**config.mk**
```make
export PLATFORM = sky130hd
export DESIGN_NAME = adma_descriptor_fetch_flat
export DESIGN_NICKNAME = d
export VERILOG_FILES = /design/src/rtl/adma_pkg.sv /design/src/rtl/adma_descriptor_fetch_if.sv /design/src/rtl/adma_descriptor_fetch.sv /design/src/flat_wrapper.sv
export SDC_FILE = /design/constraint.sdc
export NUM_CORES = 1
export LEC_CHECK = 0
export BUFFER_PORTS_ARGS = -buffer_cell sky130_fd_sc_hd__buf_2
export CORE_MARGIN = 2
export CORE_UTILIZATION = 35
export CTS_BUF_LIST = sky130_fd_sc_hd__clkbuf_8 sky130_fd_sc_hd__clkbuf_16
export DETAILED_ROUTE_END_ITERATION = 16
export SLEW_MARGIN = 20
export SYNTH_ARGS = -nofsm -noshare
export SYNTH_HDL_FRONTEND = slang
export SYNTH_SLANG_ARGS = --single-unit
export TNS_END_PERCENT = 20
```
**constraint.sdc**
```tcl
create_clock -name CLK -period 4.43 [get_ports CLK]
set_input_delay 0.443 -clock CLK [delete_from_list [all_inputs] [get_ports CLK]]
set_output_delay 0.443 -clock CLK [all_outputs]
set_load 0.05 [all_outputs]
```
**src/rtl/adma_pkg.sv**
```systemverilog
// ADMA shared encodings: controller states, descriptor actions and fetch constants.
// Used by the descriptor fetch unit and the state transition FSM.
package adma_pkg;

    typedef enum logic [1:0] {
        ST_STOP = 2'b00,
        ST_FDS  = 2'b01,
        ST_CADR = 2'b10,
        ST_TFR  = 2'b11
    } adma_st_e;

    localparam logic [1:0] ACT_NOP  = 2'b00;
    localparam logic [1:0] ACT_RSV  = 2'b01;
    localparam logic [1:0] ACT_TRAN = 2'b10;
    localparam logic [1:0] ACT_LINK = 2'b11;

    localparam logic [31:0] DESC_STRIDE = 32'd8;
    localparam logic [7:0]  TIMEOUT_MAX = 8'd255;

    typedef enum logic [2:0] {
        F_IDLE,
        F_REQ_LO,
        F_REQ_HI,
        F_DECODE,
        F_ABORT
    } fetch_st_e;

    typedef struct packed {
        logic [15:0] len;
        logic [1:0]  act;
        logic        intr;
        logic        endd;
        logic        valid;
    } desc_lo_t;

endpackage

```
**src/rtl/adma_descriptor_fetch_if.sv**
```systemverilog
// Descriptor memory read channel: request held until acknowledged,
// data valid in the acknowledge cycle.
interface adma_descriptor_fetch_if;
    import adma_pkg::*;

    logic        Rd_Req;
    logic [31:0] Rd_Addr;
    logic        Rd_Ack;
    logic [31:0] Rd_Data;

    modport master (
        output Rd_Req,
        output Rd_Addr,
        input  Rd_Ack,
        input  Rd_Data
    );

    modport slave (
        input  Rd_Req,
        input  Rd_Addr,
        output Rd_Ack,
        output Rd_Data
    );

endinterface

```
**src/rtl/adma_descriptor_fetch.sv**
```systemverilog
// ADMA descriptor fetch: reads two-word descriptors and tracks the table pointer.
// Define ADMA_FETCH_TIMEOUT_EN to abandon reads unacknowledged for 255 cycles.
module adma_descriptor_fetch
    import adma_pkg::*;
(
    input  logic        CLK,
    input  logic        RESET,
    input  logic [1:0]  EstadoActual,
    input  logic        Sys_Addr_Load,
    input  logic [31:0] Sys_Addr,
    adma_descriptor_fetch_if.master rd,
    output logic        Valid,
    output logic        End,
    output logic        Tran,
    output logic        Link,
    output logic        Int,
    output logic [31:0] Desc_Addr,
    output logic [15:0] Desc_Length,
    output logic        Desc_Ready,
    output logic [31:0] Desc_Ptr,
    output logic        Fetch_Error
);

    fetch_st_e state, state_n;
    adma_st_e  est;
    desc_lo_t  lo_q;

    logic        fds_q, cadr_q;
    logic        fds_edge, cadr_edge, stop;
    logic        rd_req_q, rd_req_n;
    logic [31:0] rd_addr_q;
    logic        start, lo_take, hi_take;
    logic        ptr_cadr, ptr_load;
    logic        tmo_hit;
    logic        unused_bits;

    assign est       = adma_st_e'(EstadoActual);
    assign stop      = (est == ST_STOP);
    assign fds_edge  = (est == ST_FDS) && !fds_q;
    assign cadr_edge = (est == ST_CADR) && !cadr_q;

    // Pointer moves only while no fetch is in flight
    assign ptr_cadr = cadr_edge && (state == F_IDLE || state == F_DECODE);
    assign ptr_load = Sys_Addr_Load && stop && (state == F_IDLE);

    assign rd.Rd_Req    = rd_req_q;
    assign rd.Rd_Addr   = rd_addr_q;
    assign unused_bits  = ^{rd.Rd_Data[15:6], rd.Rd_Data[3]};

`ifdef ADMA_FETCH_TIMEOUT_EN
    logic [7:0] wait_cnt;
    logic       err_q;

    assign tmo_hit = rd_req_q && !rd.Rd_Ack &&
                     (wait_cnt == TIMEOUT_MAX - 8'd1);
    assign Fetch_Error = err_q;

    always_ff @(posedge CLK) begin
        if (RESET) begin
            wait_cnt <= 8'd0;
            err_q    <= 1'b0;
        end else begin
            err_q <= tmo_hit;
            if (rd_req_q && !rd.Rd_Ack && !tmo_hit)
                wait_cnt <= wait_cnt + 8'd1;
            else
                wait_cnt <= 8'd0;
        end
    end
`else
    assign tmo_hit     = 1'b0;
    assign Fetch_Error = 1'b0;
`endif

    always_ff @(posedge CLK) begin
        if (RESET) state <= F_IDLE;
        else       state <= state_n;
    end

    always_comb begin
        state_n  = state;
        rd_req_n = rd_req_q;
        start    = 1'b0;
        lo_take  = 1'b0;
        hi_take  = 1'b0;
        unique case (state)
            F_IDLE: begin
                if (fds_edge) begin
                    state_n  = F_REQ_LO;
                    rd_req_n = 1'b1;
                    start    = 1'b1;
                end
            end
            F_REQ_LO, F_REQ_HI: begin
                if (stop) begin
                    if (rd.Rd_Ack) begin
                        state_n  = F_IDLE;
                        rd_req_n = 1'b0;
                    end else begin
                        state_n = F_ABORT;
                    end
                end else if (rd.Rd_Ack) begin
                    if (state == F_REQ_LO) begin
                        state_n = F_REQ_HI;
                        lo_take = 1'b1;
                    end else begin
                        state_n  = F_DECODE;
                        rd_req_n = 1'b0;
                        hi_take  = 1'b1;
                    end
                end
            end
            F_DECODE: state_n = F_IDLE;
            F_ABORT: begin
                if (rd.Rd_Ack) begin
                    state_n  = F_IDLE;
                    rd_req_n = 1'b0;
                end
            end
            default: state_n = F_IDLE;
        endcase
        if (tmo_hit) begin
            state_n  = F_IDLE;
            rd_req_n = 1'b0;
        end
    end

    always_ff @(posedge CLK) begin
        if (RESET) begin
            fds_q       <= 1'b0;
            cadr_q      <= 1'b0;
            rd_req_q    <= 1'b0;
            rd_addr_q   <= 32'd0;
            lo_q        <= '0;
            Valid       <= 1'b0;
            End         <= 1'b0;
            Tran        <= 1'b0;
            Link        <= 1'b0;
            Int         <= 1'b0;
            Desc_Addr   <= 32'd0;
            Desc_Length <= 16'd0;
            Desc_Ready  <= 1'b0;
            Desc_Ptr    <= 32'd0;
        end else begin
            fds_q    <= (est == ST_FDS);
            cadr_q   <= (est == ST_CADR);
            rd_req_q <= rd_req_n;
            if (start) begin
                rd_addr_q   <= Desc_Ptr;
                Valid       <= 1'b0;
                End         <= 1'b0;
                Tran        <= 1'b0;
                Link        <= 1'b0;
                Int         <= 1'b0;
                Desc_Addr   <= 32'd0;
                Desc_Length <= 16'd0;
                Desc_Ready  <= 1'b0;
            end
            if (lo_take) begin
                lo_q      <= {rd.Rd_Data[31:16], rd.Rd_Data[5:4],
                              rd.Rd_Data[2:0]};
                rd_addr_q <= Desc_Ptr + 32'd4;
            end
            if (hi_take) begin
                Valid       <= lo_q.valid;
                End         <= lo_q.endd;
                Int         <= lo_q.intr;
                Tran        <= (lo_q.act == ACT_TRAN);
                Link        <= (lo_q.act == ACT_LINK);
                Desc_Length <= lo_q.len;
                Desc_Addr   <= rd.Rd_Data;
                Desc_Ready  <= 1'b1;
            end
            if (tmo_hit) begin
                Valid      <= 1'b0;
                Desc_Ready <= 1'b1;
            end
            if (ptr_cadr) begin
                Desc_Ptr   <= Link ? {Desc_Addr[31:3], 3'b000}
                                   : Desc_Ptr + DESC_STRIDE;
                Desc_Ready <= 1'b0;
            end else if (ptr_load) begin
                Desc_Ptr   <= {Sys_Addr[31:3], 3'b000};
                Desc_Ready <= 1'b0;
            end
        end
    end

endmodule

```
**src/flat_wrapper.sv**
```systemverilog
// flat-port wrapper written by rule: the top's interface ports become plain ports
module adma_descriptor_fetch_flat import adma_pkg::*;
  (CLK, RESET, EstadoActual, Sys_Addr_Load, Sys_Addr, Valid, End, Tran, Link, Int, Desc_Addr, Desc_Length, Desc_Ready, Desc_Ptr, Fetch_Error, rd_Rd_Req, rd_Rd_Addr, rd_Rd_Ack, rd_Rd_Data);
  adma_descriptor_fetch_if rd_i ();
  input  logic CLK;
  input  logic RESET;
  input  logic [1:0] EstadoActual;
  input  logic Sys_Addr_Load;
  input  logic [31:0] Sys_Addr;
  output logic Valid;
  output logic End;
  output logic Tran;
  output logic Link;
  output logic Int;
  output logic [31:0] Desc_Addr;
  output logic [15:0] Desc_Length;
  output logic Desc_Ready;
  output logic [31:0] Desc_Ptr;
  output logic Fetch_Error;
  output wire logic [$bits(rd_i.Rd_Req)-1:0] rd_Rd_Req;
  output wire logic [$bits(rd_i.Rd_Addr)-1:0] rd_Rd_Addr;
  input wire logic [$bits(rd_i.Rd_Ack)-1:0] rd_Rd_Ack;
  input wire logic [$bits(rd_i.Rd_Data)-1:0] rd_Rd_Data;
  assign rd_Rd_Req = rd_i.Rd_Req;
  assign rd_Rd_Addr = rd_i.Rd_Addr;
  assign rd_i.Rd_Ack = rd_Rd_Ack;
  assign rd_i.Rd_Data = rd_Rd_Data;
  adma_descriptor_fetch u_core (.CLK(CLK), .RESET(RESET), .EstadoActual(EstadoActual), .Sys_Addr_Load(Sys_Addr_Load), .Sys_Addr(Sys_Addr), .rd(rd_i), .Valid(Valid), .End(End), .Tran(Tran), .Link(Link), .Int(Int), .Desc_Addr(Desc_Addr), .Desc_Length(Desc_Length), .Desc_Ready(Desc_Ready), .Desc_Ptr(Desc_Ptr), .Fetch_Error(Fetch_Error));
endmodule
```
# After elaboration in Yosys (flattened, before gate mapping)
# Cells that the tools add are included.
# classes
add_sub_neg,2
eq_ne,12
n_mux,39
reduce_logical,18
# ops
operator,n
$mux 32,7
$add 32x3->32 const B,1
$add 32x4->32 const B,1
$mux 16,2
$mux 1,23
$mux 3,5
$pmux 3 s3,1
$eq 2x2->1 const B,3
$eq 3x2->1 const B,2
$ne 3x2->1 const B,2
$reduce_bool 2->1,3
$logic_and 1x1->1,5
$reduce_and 4->1,1
$eq 3x1->1 const B,1
$eq 3x3->1 const B,1
$logic_not 3->1,1
$pmux 1 s3,1
$reduce_and 3->1,1
$reduce_bool 3->1,1
$reduce_or 3->1,1
$eq 2x1->1 const B,1
$logic_not 1->1,2
$logic_not 2->1,1
$ne 2x1->1 const B,1
3 further kinds,3
# totals
regBits,145
output_inout_bits,120

# Longest topological paths before layout
# depth
word_depth,6
ltp_mapped,9

# Worst setup path before layout
# Ideal clock, no wire load.
# synth_timing
path_kind,register to register
start,reg u_core.Desc_Ptr[11]
end,reg u_core.Desc_Ptr[23]
setup_time_ps,86
arrival_ps,2336
required_time_ps,4344
slack_ps,2008
path_stages_with_launch,8
n_path_buf,2
period_less_slack_ps,2422
cell_sequence,dfxtp_1 > nand4_2 > or4_1 > buf_6 > buf_12 > nor4_1 > o21ai_1 > a211oi_1
# synth_via
elab_chain_cells,3
# synth_lines
element,line_no,rtl
"start, declared",adma_descriptor_fetch.sv:20,"output logic [31:0] Desc_Ptr,"
"start signal, assigned",adma_descriptor_fetch.sv:179,"Desc_Ptr <= Link ? {Desc_Addr[31:3], 3'b000}"
"start signal, assigned",adma_descriptor_fetch.sv:183,"Desc_Ptr <= {Sys_Addr[31:3], 3'b000};"
$add 32x4->32,adma_descriptor_fetch.sv:180,: Desc_Ptr + DESC_STRIDE;
$mux 32,adma_descriptor_fetch.sv:179,
$mux 32,adma_descriptor_fetch.sv:178,if (ptr_cadr) begin
# No other way between the ends.
# A chain may end at the register's enable or synchronous reset.

# Worst setup path after layout
# layout_timing
start,reg u_core.state[2]
end,reg u_core.Desc_Ptr[19]
# layout_via
elab_chain_cells,4
# layout_lines
element,line_no,rtl
"start, declared",adma_descriptor_fetch.sv:24,"fetch_st_e state, state_n;"
"start signal, assigned",adma_descriptor_fetch.sv:77,else state <= state_n;
$eq 3x2->1 or $logic_not 3->1 (tied branches),"adma_descriptor_fetch.sv:43, adma_descriptor_fetch.sv:44",
$logic_or 1x1->1,adma_descriptor_fetch.sv:43,assign ptr_cadr = cadr_edge && (state == F_IDLE || state == F_DECODE);
$logic_and 1x1->1,adma_descriptor_fetch.sv:43,
$mux 32 or $reduce_bool 2->1 (tied branches),-,
# Parallel ways exist; a longest one is shown, timed or not.

==> results.py <==
metrics = {
    "routing": {
        "drt_iter0_markers": 272,
        "antenna_left": 0,
        "drc": 0,
        "wl_per_cell_um": 17.1,
        "vias_per_cell": 5.21,
        "routed_wl_mm": 18.7,
        "dr_total_vias": 5710,
        "drt-pass1-iter-count": 5,
    },
    "placed_design": {
        "port_buffers": 180,
        "hpwl_mm": 12.8,
        "gp_congestion": 0.786,
        "post-place-ws_ps": 1840,
    },
    "timing": {
        "rsz0062_at_grt": "no",
        "tns_ps": 0,
        "min_period_ps": 2540,
        "fin_crit_sh_pct": 57.3,
        "layout_setup_ws_ps": 1890,
        "setup_viol_count_final": 0,
        "fmax_mhz": 394,
        "worst_pin_slew_ps": 1010,
        "fin_skew_ps": 11.1,
        "maxSlewViolCount": 0,
        "slew_headroom_pct": 32.5,
        "final-hold-violation-count": 0,
    },
    "run_status": {
        "outcome": "completed",
    },
    "clock_tree": {
        "cts_resized": 0,
        "holdBufCountCts": 0,
        "cts_tree": "yes",
        "cts_root_buffer": "clkbuf_16",
        "cts.path.max_buffers": 2,
        "htree_levels": 4,
        "cts_buffers": 17,
        "clkLatencyLatePin_ps": 420,
        "clkTransAtPathRegs_ps": 60,
        "cts_setup_buffers": 0,
        "cts.sinks": 140,
    },
    "worst_setup_path": {
        "reg2reg_slack_ps": 1890,
        "worstPathMaxFanout": 16,
        "crit_chain": "nor3_1, and3_1, buf_4, nand2_1, a311oi_1, o31a_1",
        "rr_startpoint": "u_core.state[2]",
        "crit_family": "simple AND/OR/NAND/NOR gates",
        "cp_slowest_stage_delay_ps": 800,
        "startpoint_type": "register",
        "cp.buffers_inverters": 1,
        "cp-end-kind": "register",
        "crit_required_ps": 4790,
        "rr_worst_depth": 6,
        "crit_arrival_ps": 2900,
        "path_class": "register to register",
        "crit_cells": 6,
        "rr_endpoint": "u_core.Desc_Ptr[19]",
        "slowest_stage": "and3_1",
    },
    "yosys": {
        "post_synth.cell_area_avg_um2": 8.44,
        "yosysTopAreaCell": "dfxtp_1",
        "ys_ff_latch": 140,
        "ys.flop_type": "dfxtp_1",
        "netlist_top_cells_area": "dfxtp_1, nand2_1, a22oi_1",
        "synth_edf_count": 0,
        "synth.yosys.seq_area_share_pct": 46.8,
        "syn_inst": 710,
        "synth_area_mm2": 0.00599,
        "synthArstFlopShare_pct": 0,
        "ys_types": 59,
        "synthesis.yosys.warnings": 0,
        "yosysTopAreaCellShare_pct": 46.8,
    },
    "run": {
        "maxCapViolCount": 0,
    },
    "floorplan": {
        "start_util_pct": 36.0,
        "die_x_um": 135,
        "fp-row-count": 47,
        "die_area_mm2": 0.0182,
        "dieHeight_um": 135,
        "ios": 190,
        "coreArea_mm2": 0.0166,
    },
    "power_and_ir_drop": {
        "leakage_uw": 0.00306,
        "power_density_mw_per_mm2": 418,
        "peakVddDrop_v": 0.000256,
    },
    "worst_hold_path": {
        "hold_path_class": "input port to register",
        "whs_path_depth": 3,
        "worstHoldStart": "rd_Rd_Data[18]",
        "worstHoldEndpoint": "u_core.lo_q[7]",
    },
    "finish": {
        "diodes": 0,
        "final_layout_size_suffix_gt1_share_pct": 27.5,
        "finalNetCount": 933,
        "area_delta_synth_final_pct": 26.4,
    },
    "global_route": {
        "grt_max_degree": 68,
        "grt_pass1_wl_mm": 28.9,
        "grt_pass1_vias": 5160,
        "overflow": 0,
        "track_usage_pct": 20.3,
        "antenna_found_initial": 1,
    },
}
[through the flow]
step | hold slack, ps | instances | total power [uW] | cell area (um^2) | util (%)
detailed placement | 440 | 1063 | 1850 | 7010 | 42.1
floorplan | 437 | 715 | 1710 | 6010 | -
global route | 261 | 1095 | 3290 | 7570 | 45.5
CTS | 262 | 1095 | 3200 | 7570 | 45.5
global placement | 435 | 1063 | 1850 | 7010 | 42.1
finish | 268 | 1095 | 3170 | 7570 | 45.5
[layer usage]
metal  up-vias  GRT usage (%)  routed length [um]  part of all wire (%)
met5         -              0                   0                     0
met4         0           6.14                 201                   1.1
met3        19           6.64                1410                   7.5
met2       175           30.4                8300                    44
met1      2714           27.9                8830                    47
li1       2802              -                   -                     -
[kinds of logic (layout without fill, tap and decap cells)]
kind of cell	after synthesis	after routing	synth area share, %
AOI/OAI and AO/OA	171	171	19.1
xor gates and xnor gates	26	26	3.80
adders and majority gates	1	1	0.209
buffers and inverters	68	228	5.18
DFF	140	140	46.8
muxes	17	17	3.01
other	1	6	0.0626
and+or+nand+nor	286	286	21.9
[sequential cells by signal, indices dropped and copies added, names as in the netlist]
name,cells
u_core.Int,1
u_core.End,1
u_core.lo_q,21
u_core.rd.Rd_Addr,30
u_core.Valid,1
u_core.rd.Rd_Req,1
u_core.Desc_Ready,1
u_core.Desc_Ptr,29
u_core.cadr_q,1
u_core.Desc_Addr,32
u_core.fds_q,1
u_core.state,3
u_core.Link,1
u_core.Desc_Length,16
u_core.Tran,1
[cell type report]
| cell class | count | area [um^2] |
|---|---|---|
| Clock buffer | 18 | 439 |
| Clock inverter | 14 | 123 |
| Tap cell | 220 | 275 |
| Fill cell | 1684 | 9070 |
| Timing Repair Buffer | 191 | 986 |
| Multi-Input combinational cell | 507 | 2930 |
| Inverter | 5 | 18.8 |
| Sequential cell | 140 | 2800 |
[tightest hold or removal path: stages]
cell	delay [ps]
buf_2	110
nand2_1	50
a21oi_1	50
[how the worst max path moves through the flow]
| stage | from | endpoint |
|---|---|---|
| 2_1_floorplan | u_core.Desc_Ptr[11] | u_core.Desc_Ptr[23] |
| 3_3_place_gp | EstadoActual[1] | u_core.Desc_Ptr[19] |
| 3_5_place_dp | EstadoActual[1] | u_core.Desc_Ptr[19] |
| 4_1_cts | u_core.state[2] | u_core.Desc_Ptr[19] |
| 5_1_grt | u_core.state[2] | u_core.Desc_Ptr[19] |
| 6_report | u_core.state[2] | u_core.Desc_Ptr[19] |
[report_power, final]
part	switching (uW)	leakage, uW	total, uW	internal, uW
Clock	562	0.000270	1350	786
Sequential	67.2	0.00113	1370	1300
Combinational	320	0.00166	449	129
Total	949	0.00306	3170	2220
[synthesized netlist by cell type, types with 3 or more instances]
cell type	n
or3_1	3
a21oi_1	62
nor2b_1	3
nor2_1	77
buf_2	4
clkbuf_1	47
dfxtp_1	140
nand3_1	13
and2_1	3
o221ai_1	14
mux2_2	4
mux2_1	4
o31a_1	3
buf_1	3
xor2_1	7
nor4_4	3
a311oi_1	6
a211oi_1	7
mux2i_1	9
nand2b_1	3
inv_1	3
o21ai_0	8
and4_1	3
o21ai_1	5
nor4_1	3
nor4b_1	3
buf_4	7
xnor2_1	19
nor3b_1	3
nand4_1	9
nand2_1	139
nor3_2	3
a22oi_1	51
nor3_1	10
[cell usage in the layout (no fill, tap or decap), types with 5 or more instances in the layout]
cell / instances
nand2_1: 139
conb_1: 6
o221ai_1: 14
dfxtp_1: 140
nor3_1: 9
nand3_1: 13
a211oi_1: 7
o21ai_0: 8
a21oi_1: 62
o21ai_1: 5
clkbuf_16: 17
xnor2_1: 19
a22oi_1: 51
buf_2: 179
a311oi_1: 6
xor2_1: 7
buf_4: 12
nand4_1: 9
nor2_1: 75
mux2i_1: 9
Note: power is estimated with default switching activity, not from simulation.
